### src/rtl/irq_ctrl.sv
// Interrupt controller: per-line mask and edge/level select, priority pick, and the
// take/return handshake with the CPU. Define IRQ_CTRL_ROTATE_EN for round-robin priority.
module irq_ctrl #(
  parameter int NUM_IRQ = 8,
  parameter int ID_W    = 4
) (
  input  logic               clk,
  input  logic               rst,
  input  logic [NUM_IRQ-1:0] irq_lines,
  input  logic               cpu_irq_en,
  output logic               irq_out,
  input  logic [1:0]         reg_sel,
  input  logic               reg_we,
  input  logic [15:0]        reg_wdata,
  output logic [15:0]        reg_rdata
);

  localparam logic [1:0] ST_IDLE     = 2'd0;
  localparam logic [1:0] ST_REQ      = 2'd1;
  localparam logic [1:0] ST_SERVICE  = 2'd2;
  localparam logic [1:0] ST_WAIT_RET = 2'd3;

  localparam logic [1:0] REG_PENDING = 2'd0;
  localparam logic [1:0] REG_MASK    = 2'd1;
  localparam logic [1:0] REG_ACTIVE  = 2'd2;
  localparam logic [1:0] REG_EDGE    = 2'd3;

  logic [NUM_IRQ-1:0] mask_reg;
  logic [NUM_IRQ-1:0] edge_reg;
  logic [NUM_IRQ-1:0] edge_latch_reg;
  logic [NUM_IRQ-1:0] latch_next;
  logic [NUM_IRQ-1:0] prev_lines_reg;
  logic [1:0]         state_reg;
  logic [ID_W-1:0]    cur_id_reg;
  logic [ID_W-1:0]    active_id_reg;
  logic               active_valid_reg;
  logic               irq_out_reg;

  logic [NUM_IRQ-1:0] pending;
  logic [NUM_IRQ-1:0] eligible;
  logic [NUM_IRQ-1:0] cur_onehot;
  logic [NUM_IRQ-1:0] w1c_bits;
  logic [NUM_IRQ-1:0] take_clr;
  logic [ID_W-1:0]    winner_id;
  logic               any_eligible;
  logic               cur_eligible;
  logic               take;
  logic [15:0]        active_word;
  logic               unused_wdata;

`ifdef IRQ_CTRL_ROTATE_EN
  logic [ID_W-1:0]    ptr_reg;
  logic [ID_W-1:0]    upper_id;
  logic               upper_found;
`endif

  assign unused_wdata = ^reg_wdata[15:NUM_IRQ];

  assign w1c_bits = (reg_we && reg_sel == REG_PENDING) ? reg_wdata[NUM_IRQ-1:0] : '0;
  assign take     = (state_reg == ST_REQ) && cpu_irq_en;
  assign take_clr = {NUM_IRQ{take}} & cur_onehot;

  // Per-line pending view and edge latch; a rising edge beats any clear in the same cycle.
  genvar gi;
  generate
    for (gi = 0; gi < NUM_IRQ; gi++) begin : g_line
      assign pending[gi]    = edge_reg[gi] ? edge_latch_reg[gi] : irq_lines[gi];
      assign cur_onehot[gi] = (cur_id_reg == ID_W'(gi));
      assign latch_next[gi] = (edge_reg[gi] & irq_lines[gi] & ~prev_lines_reg[gi])
                            | (edge_latch_reg[gi] & ~(edge_reg[gi] & (w1c_bits[gi] | take_clr[gi])));
    end
  endgenerate

  assign eligible     = pending & mask_reg;
  assign any_eligible = |eligible;
  assign cur_eligible = |(eligible & cur_onehot);

  always_comb begin
    winner_id = '0;
    for (int i = NUM_IRQ - 1; i >= 0; i--) begin
      if (eligible[i]) winner_id = ID_W'(i);
    end
`ifdef IRQ_CTRL_ROTATE_EN
    // Prefer the lowest eligible index at or above ptr; otherwise wrap to the lowest overall.
    upper_id    = '0;
    upper_found = 1'b0;
    for (int i = NUM_IRQ - 1; i >= 0; i--) begin
      if (eligible[i] && (ID_W'(i) >= ptr_reg)) begin
        upper_id    = ID_W'(i);
        upper_found = 1'b1;
      end
    end
    if (upper_found) winner_id = upper_id;
`endif
  end

  always_ff @(posedge clk) begin
    if (rst) begin
      mask_reg         <= '0;
      edge_reg         <= '0;
      edge_latch_reg   <= '0;
      prev_lines_reg   <= '0;
      state_reg        <= ST_IDLE;
      cur_id_reg       <= '0;
      active_id_reg    <= '0;
      active_valid_reg <= 1'b0;
      irq_out_reg      <= 1'b0;
    end else begin
      prev_lines_reg <= irq_lines;
      edge_latch_reg <= latch_next;
      if (reg_we && reg_sel == REG_MASK) mask_reg <= reg_wdata[NUM_IRQ-1:0];
      if (reg_we && reg_sel == REG_EDGE) edge_reg <= reg_wdata[NUM_IRQ-1:0];

      case (state_reg)
        ST_IDLE: begin
          if (any_eligible) begin
            state_reg   <= ST_REQ;
            cur_id_reg  <= winner_id;
            irq_out_reg <= 1'b1;
          end
        end
        ST_REQ: begin
          if (cpu_irq_en) begin
            active_valid_reg <= 1'b1;
            active_id_reg    <= cur_id_reg;
            irq_out_reg      <= 1'b0;
            state_reg        <= ST_SERVICE;
          end else if (!cur_eligible) begin
            irq_out_reg <= 1'b0;
            state_reg   <= ST_IDLE;
          end
        end
        ST_SERVICE: begin
          if (!cpu_irq_en) state_reg <= ST_WAIT_RET;
        end
        ST_WAIT_RET: begin
          if (cpu_irq_en) begin
            state_reg        <= ST_IDLE;
            active_valid_reg <= 1'b0;
          end
        end
        default: state_reg <= ST_IDLE;
      endcase
    end
  end

`ifdef IRQ_CTRL_ROTATE_EN
  always_ff @(posedge clk) begin
    if (rst) begin
      ptr_reg <= '0;
    end else if (take) begin
      ptr_reg <= (cur_id_reg == ID_W'(NUM_IRQ - 1)) ? '0 : cur_id_reg + ID_W'(1);
    end
  end
`endif

  assign irq_out = irq_out_reg;

  always_comb begin
    active_word                = '0;
    active_word[15]            = active_valid_reg;
    active_word[ID_W-1:0]      = active_id_reg;
`ifdef IRQ_CTRL_ROTATE_EN
    active_word[8 +: ID_W]     = ptr_reg;
`endif
  end

  always_comb begin
    reg_rdata = '0;
    case (reg_sel)
      REG_PENDING: reg_rdata[NUM_IRQ-1:0] = pending;
      REG_MASK:    reg_rdata[NUM_IRQ-1:0] = mask_reg;
      REG_ACTIVE:  reg_rdata              = active_word;
      REG_EDGE:    reg_rdata[NUM_IRQ-1:0] = edge_reg;
      default:     reg_rdata              = '0;
    endcase
  end

endmodule

### config.mk
export PLATFORM = sky130hd
export DESIGN_NAME = irq_ctrl
export DESIGN_NICKNAME = d
export VERILOG_FILES = /design/src/rtl/irq_ctrl.sv
export SDC_FILE = /design/constraint.sdc
export NUM_CORES = 1
export LEC_CHECK = 0
export BUFFER_PORTS_ARGS = -buffer_cell sky130_fd_sc_hd__buf_2
export CORE_UTILIZATION = 54
export CTS_CLUSTER_DIAMETER = 150
export DETAILED_ROUTE_END_ITERATION = 8
export PLACE_DENSITY = 0.86
export SLEW_MARGIN = 25
export SYNTH_ARGS = -nofsm -noshare
export SYNTH_HDL_FRONTEND = slang
export SYNTH_SLANG_ARGS = --single-unit
### constraint.sdc
create_clock -name clk -period 2.3 [get_ports clk]
set_clock_uncertainty 0.15 [all_clocks]
set_input_delay 0.46 -clock clk [delete_from_list [all_inputs] [get_ports clk]]
set_output_delay 0.46 -clock clk [all_outputs]
set_load 0.05 [all_outputs]
==> results.py, run 1 <==
metrics = {
    "worst_setup_path": {
        "critPathMaxFanout": 5,
        "cp-end-kind": "output pin",
        "path_class": "reg2out",
        "worstSetupStartpointType": "flop",
        "cp_data_required_time_ns": 1.69,
        "cp-startpoint": "edge_reg[1]",
        "cp.arrival_ns": 1.65,
    },
    "clock_tree": {
        "htree_levels": 2,
        "clkLatencyLatePin_ns": 0.30,
        "cts_buffers": 5,
        "cts.sinks": 42,
        "cts_tree": "yes",
        "cts.clk_slew.worst_paths_ns": 0.08,
        "root_buffer": "clkbuf_8",
        "clockBufferDepth": 2,
    },
    "hold_path": {
        "min_from": "irq_lines[1]",
        "holdCritPathClass": "in2reg",
    },
    "power_and_ir_drop": {
        "power_frac_seq_pct": 47.3,
        "power.total_uw": 1660,
        "power_density_nw_per_um2": 631,
        "p_sw_uw": 474,
        "peakVddDrop_v": 0.000329,
        "intPower_uw": 1180,
        "p_clk_share_pct": 34.7,
        "power.leakage_uw": 0.00105,
        "combPwrFrac_pct": 18.1,
        "sw_frac_of_total_pct": 28.6,
    },
    "placed_design": {
        "placedCellCount": 337,
        "dpl.hpwl_um": 3890,
        "routabilityCongestion": 0.899,
        "port_buffers": 31,
    },
    "die": {
        "die_y_um": 67.1,
        "start_util_pct": 56.7,
        "placementRows": 23,
        "fp.dieW_um": 67.1,
        "io_pins": 47,
        "fp.coreArea_um2": 4030,
        "die_area_um2": 4500,
    },
    "sta": {
        "tns_ns": 0,
        "hold_violations": 0,
        "finalSetupViolCount": 0,
        "slew_viol_final": 0,
        "min_period_ns": 2.26,
        "slew_headroom_pct": 58.6,
        "tightestPinTransition_ns": 0.619,
        "fmax_mhz": 442,
        "fin_crit_sh_pct": 98.3,
    },
    "flow_run": {
        "drv_cap": 0,
    },
    "final_layout": {
        "final_cell_mix": "dfxtp_1, a21oi_1, buf_2",
        "fin_cells": 346,
        "final_common_cell": "dfxtp_1",
        "diodes": 0,
        "finalNetCount": 325,
        "layout-drive-gt1-share_pct": 23.0,
        "syn_to_final_growth_pct": 14.9,
    },
    "route": {
        "wire_per_inst_um": 15.9,
        "viasPerCell": 6.04,
        "first_iter_violations": 106,
        "drcViolationCount": 0,
        "antenna_left": 0,
        "first_pass_iters": 4,
        "totalWireLength_um": 5490,
        "num_vias": 2091,
    },
    "synth": {
        "synth-seq-cells": 42,
        "synthFlopType": "dfxtp_1",
        "synth_cells": 266,
        "synth_seq_area_share_pct": 36.8,
        "synth_warnings": 0,
        "syn_area_um2": 2290,
        "async_reset_ff_share_pct": 0,
        "ys_types": 43,
        "synth_enable_flop_cells": 0,
        "syn_area_per_cell_um2": 8.59,
    },
    "global_routing": {
        "antenna_found_initial": 0,
        "gr-usage-all-layers_pct": 27.3,
        "grt_pass1_wl_um": 9070,
        "grt_max_degree": 25,
        "grt_pass1_vias": 1948,
        "grt_overflow_total": 0,
    },
    "run_status": {
        "outcome": "completed",
    },
}
per-layer routing:
layer / share of wire, % / track usage (%) / up-vias
met5: 0 / 0 / -
met4: 2.1 / 13.3 / 0
met3: 6.1 / 6.68 / 12
met2: 47 / 42.4 / 88
met1: 44 / 34.9 / 982
li1: - / - / 1009
repair_timing:
item / in CTS / in global routing
endpoints found under the hold margin: 0 / 0
hold buffers: 0 / 0
buffers inserted: 0 / 1
resized for setup: 5 / 3
endpoints found under the setup margin: 2 / 2
stage by stage:
| stage | utilization (%) | setup WS, ns | hold WS (ns) | cell area, µm² |
|---|---|---|---|---|
| after floorplan | - | -0.0172 | 0.287 | 2340 |
| after global placement | 61.9 | 0.138 | 0.297 | 2490 |
| after detailed placement | 61.9 | 0.128 | 0.309 | 2490 |
| after CTS | 64.8 | 0.000655 | 0.252 | 2610 |
| after global routing | 65.2 | -0.0000776 | 0.276 | 2630 |
| final | 65.2 | 0.0398 | 0.251 | 2630 |
power groups by stage:
stage               Combinational, µW  Sequential (µW)  Clock, µW
floorplan                         223              800          0
global placement                  285              799          0
detailed placement                290              801          0
CTS                               294              784        585
global route                      322              789        617
finish                            299              784        575
Yosys cell counts, types with 2 or more instances:
master	n	area, µm²
mux2_2	2	22.5
o21ai_0	11	55.1
clkbuf_1	8	30.0
mux2_4	5	75.1
dfxtp_1	42	841
mux2i_1	9	90.1
nand3b_1	9	67.6
nand4_1	6	37.5
o22ai_1	5	31.3
nand2_1	18	67.6
a21oi_1	32	160
and2_1	3	18.8
a22oi_1	9	67.6
nand3_1	12	60.1
o211ai_1	2	15.0
buf_4	8	60.1
a22oi_4	3	63.8
nor2_1	26	97.6
mux4_2	2	45.0
nor2b_1	9	56.3
a32oi_1	4	35.0
inv_1	17	63.8
buf_2	4	20.0
path summary, 6_finish.rpt:
check                       to  slack (ns)  cells after the start
max reg2reg  edge_latch_reg[5]        0.33                      5
min reg2reg   active_valid_reg        0.32                      2
min          prev_lines_reg[1]        0.25                      2
max               reg_rdata[1]        0.04                      3
worst max-delay path, stage by stage, from the launching register on:
cell	delay, ns
dfxtp_4	0.37
mux2_4	0.33
mux4_2	0.47
buf_6	0.17
area by class of cell:
cell class,count,area (µm²)
clock inverters,1,30.0
repair buffers,37,225
fillers,329,1400
flip-flops and latches,42,848
inverters,17,63.8
multi-input cells,192,1320
clock buffers,7,76.3
well taps,50,62.6
cells by family (layout without fill, tap and decap cells):
group | count (synthesis) | count (layout) | share of synthesized area [%]
buffers and inverters | 38 | 62 | 7.77
other | 1 | 7 | 0.164
flip-flops | 42 | 42 | 36.8
AND/OR/NAND/NOR | 89 | 89 | 19.6
multiplexers | 19 | 19 | 10.8
AO/OA/AOI/OAI | 77 | 77 | 24.8
(Power assumes the default switching activity.)
==> run 2, diff against run 1 <==
Settings changed: CORE_UTILIZATION 54 to 59, PLACE_DENSITY 0.86 to 0.92.
Clock period 2.3 ns to 2.8 ns, I/O delays scaled along.
==> results.py, run 2 (synthesis gave the netlist of run 1 again) <==
metrics = {
    "worst_setup_path": {
        "reg2reg_slack_ns": 0.87,
        "crit_slowest_cell": "buf_2",
        "critPathBufInv": 3,
        "path_class": "in2out",
        "r2r-end": "edge_latch_reg[7]",
        "critPathTopFamily": "buffers and inverters",
        "critPathMaxFanout": 15,
        "cp.arrival_ns": 1.78,
        "slowest_delay_ns": 0.31,
        "cpMostUsedCell": "buf_2",
        "r2r_cells": 5,
        "worstSetupStartpointType": "input port",
        "path_depth": 6,
        "path_cells": "buf_2 -> and2_1 -> buf_4 -> a21oi_1 -> o22ai_1 -> buf_2",
        "cp-end-kind": "output pin",
        "cp_data_required_time_ns": 2.09,
    },
    "sta": {
        "hold_violations": 0,
        "tightestPinTransition_ns": 0.543,
        "finalSetupViolCount": 0,
        "slew_viol_final": 0,
        "min_period_ns": 2.49,
        "slew_headroom_pct": 63.7,
        "tns_ns": 0,
        "grt_setup_unrepaired": "false",
        "fmax_mhz": 402,
        "fin_crit_sh_pct": 88.9,
    },
    "clock_tree": {
        "cts.clk_slew.worst_paths_ns": 0.07,
        "clkLatencyLatePin_ns": 0.31,
        "post_cts_resized": 0,
        "clockBufferDepth": 2,
        "htree_levels": 2,
        "cts_tree": "yes",
        "post-cts-setup-buffer-count": 0,
        "root_buffer": "clkbuf_8",
        "cts_buffers": 5,
        "cts.sinks": 42,
        "hold_buffers": 0,
    },
    "final_layout": {
        "layout-drive-gt1-share_pct": 21.0,
        "final_cell_mix": "dfxtp_1, a21oi_1, buf_2",
        "finalNetCount": 324,
        "diodes": 0,
        "final_common_cell": "dfxtp_1",
        "syn_to_final_growth_pct": 11.9,
    },
    "global_routing": {
        "grt_pass1_wl_um": 8860,
        "grt_overflow_total": 0,
        "gr-usage-all-layers_pct": 27.9,
        "antenna_found_initial": 0,
        "grt_max_degree": 25,
        "grt_pass1_vias": 1972,
    },
    "route": {
        "num_vias": 2086,
        "totalWireLength_um": 5430,
        "antenna_left": 0,
        "drcViolationCount": 0,
        "first_iter_violations": 140,
        "viasPerCell": 6.08,
        "wire_per_inst_um": 15.8,
        "first_pass_iters": 5,
    },
    "die": {
        "start_util_pct": 62.0,
        "io_pins": 47,
        "fp.dieW_um": 64.2,
        "fp.coreArea_um2": 3690,
        "die_y_um": 64.2,
        "placementRows": 22,
        "die_area_um2": 4130,
    },
    "power_and_ir_drop": {
        "power_density_nw_per_um2": 524,
        "peakVddDrop_v": 0.000267,
        "power.leakage_uw": 0.00104,
        "power.total_uw": 1340,
    },
    "placed_design": {
        "routabilityCongestion": 0.974,
        "port_buffers": 31,
        "dpl.hpwl_um": 3870,
    },
    "run_status": {
        "outcome": "completed",
    },
    "hold_path": {
        "min_from": "edge_latch_reg[2]",
        "holdCritPathClass": "reg2reg",
        "hold_path_depth": 2,
        "hold_end": "edge_latch_reg[2]",
    },
    "flow_run": {
        "drv_cap": 0,
    },
}
run 2: worst register-to-register path, delay by kind of cell, from the launching register on:
family / cells / cell delay [ns]
DFF: 1 / 0.37
AOI/OAI and AO/OA: 3 / 0.44
and+or+nand+nor: 2 / 0.83
run 2: layout make-up:
cell class,instances,area [µm²]
clock buffer,8,110
fill,308,1130
inverter,17,63.8
multi-input combinational,192,1290
sequential,42,841
tap,48,60.1
timing repair buffer,36,193
run 2: power by group:
part | total (µW) | switching (µW) | internal [µW]
logic | 235 | 156 | 79.6
clock network | 458 | 209 | 249
registers | 646 | 25.8 | 620
run 2: stage by stage:
step	worst slack (ns)	hold WS, ns	util, %	cell area (µm²)	std cells
after floorplan	0.0104	0.287	-	2310	272
after global placement	0.363	0.294	66.4	2450	335
after detailed placement	0.356	0.325	66.4	2450	335
after CTS	0.322	0.335	69.3	2560	343
after global routing	0.236	0.359	69.3	2560	343
final	0.312	0.334	69.3	2560	343
run 2: worst max-delay path by stage:
| stage | from | to | slack [ns] |
|---|---|---|---|
| 2_1_floorplan | reg_sel[0] | reg_rdata[5] | 0.01 |
| 3_3_place_gp | reg_sel[0] | reg_rdata[5] | 0.36 |
| 3_5_place_dp | reg_sel[0] | reg_rdata[5] | 0.36 |
| 4_1_cts | edge_reg[2] | reg_rdata[2] | 0.32 |
| 5_1_grt | reg_sel[0] | reg_rdata[7] | 0.24 |
| 6_report | reg_sel[0] | reg_rdata[5] | 0.31 |
run 2: layer usage:
layer	GRT usage [%]	share of wire [%]
met1	34.2	44
met2	47.0	48
met3	4.82	5.6
met4	13.3	2.6
met5	0	0
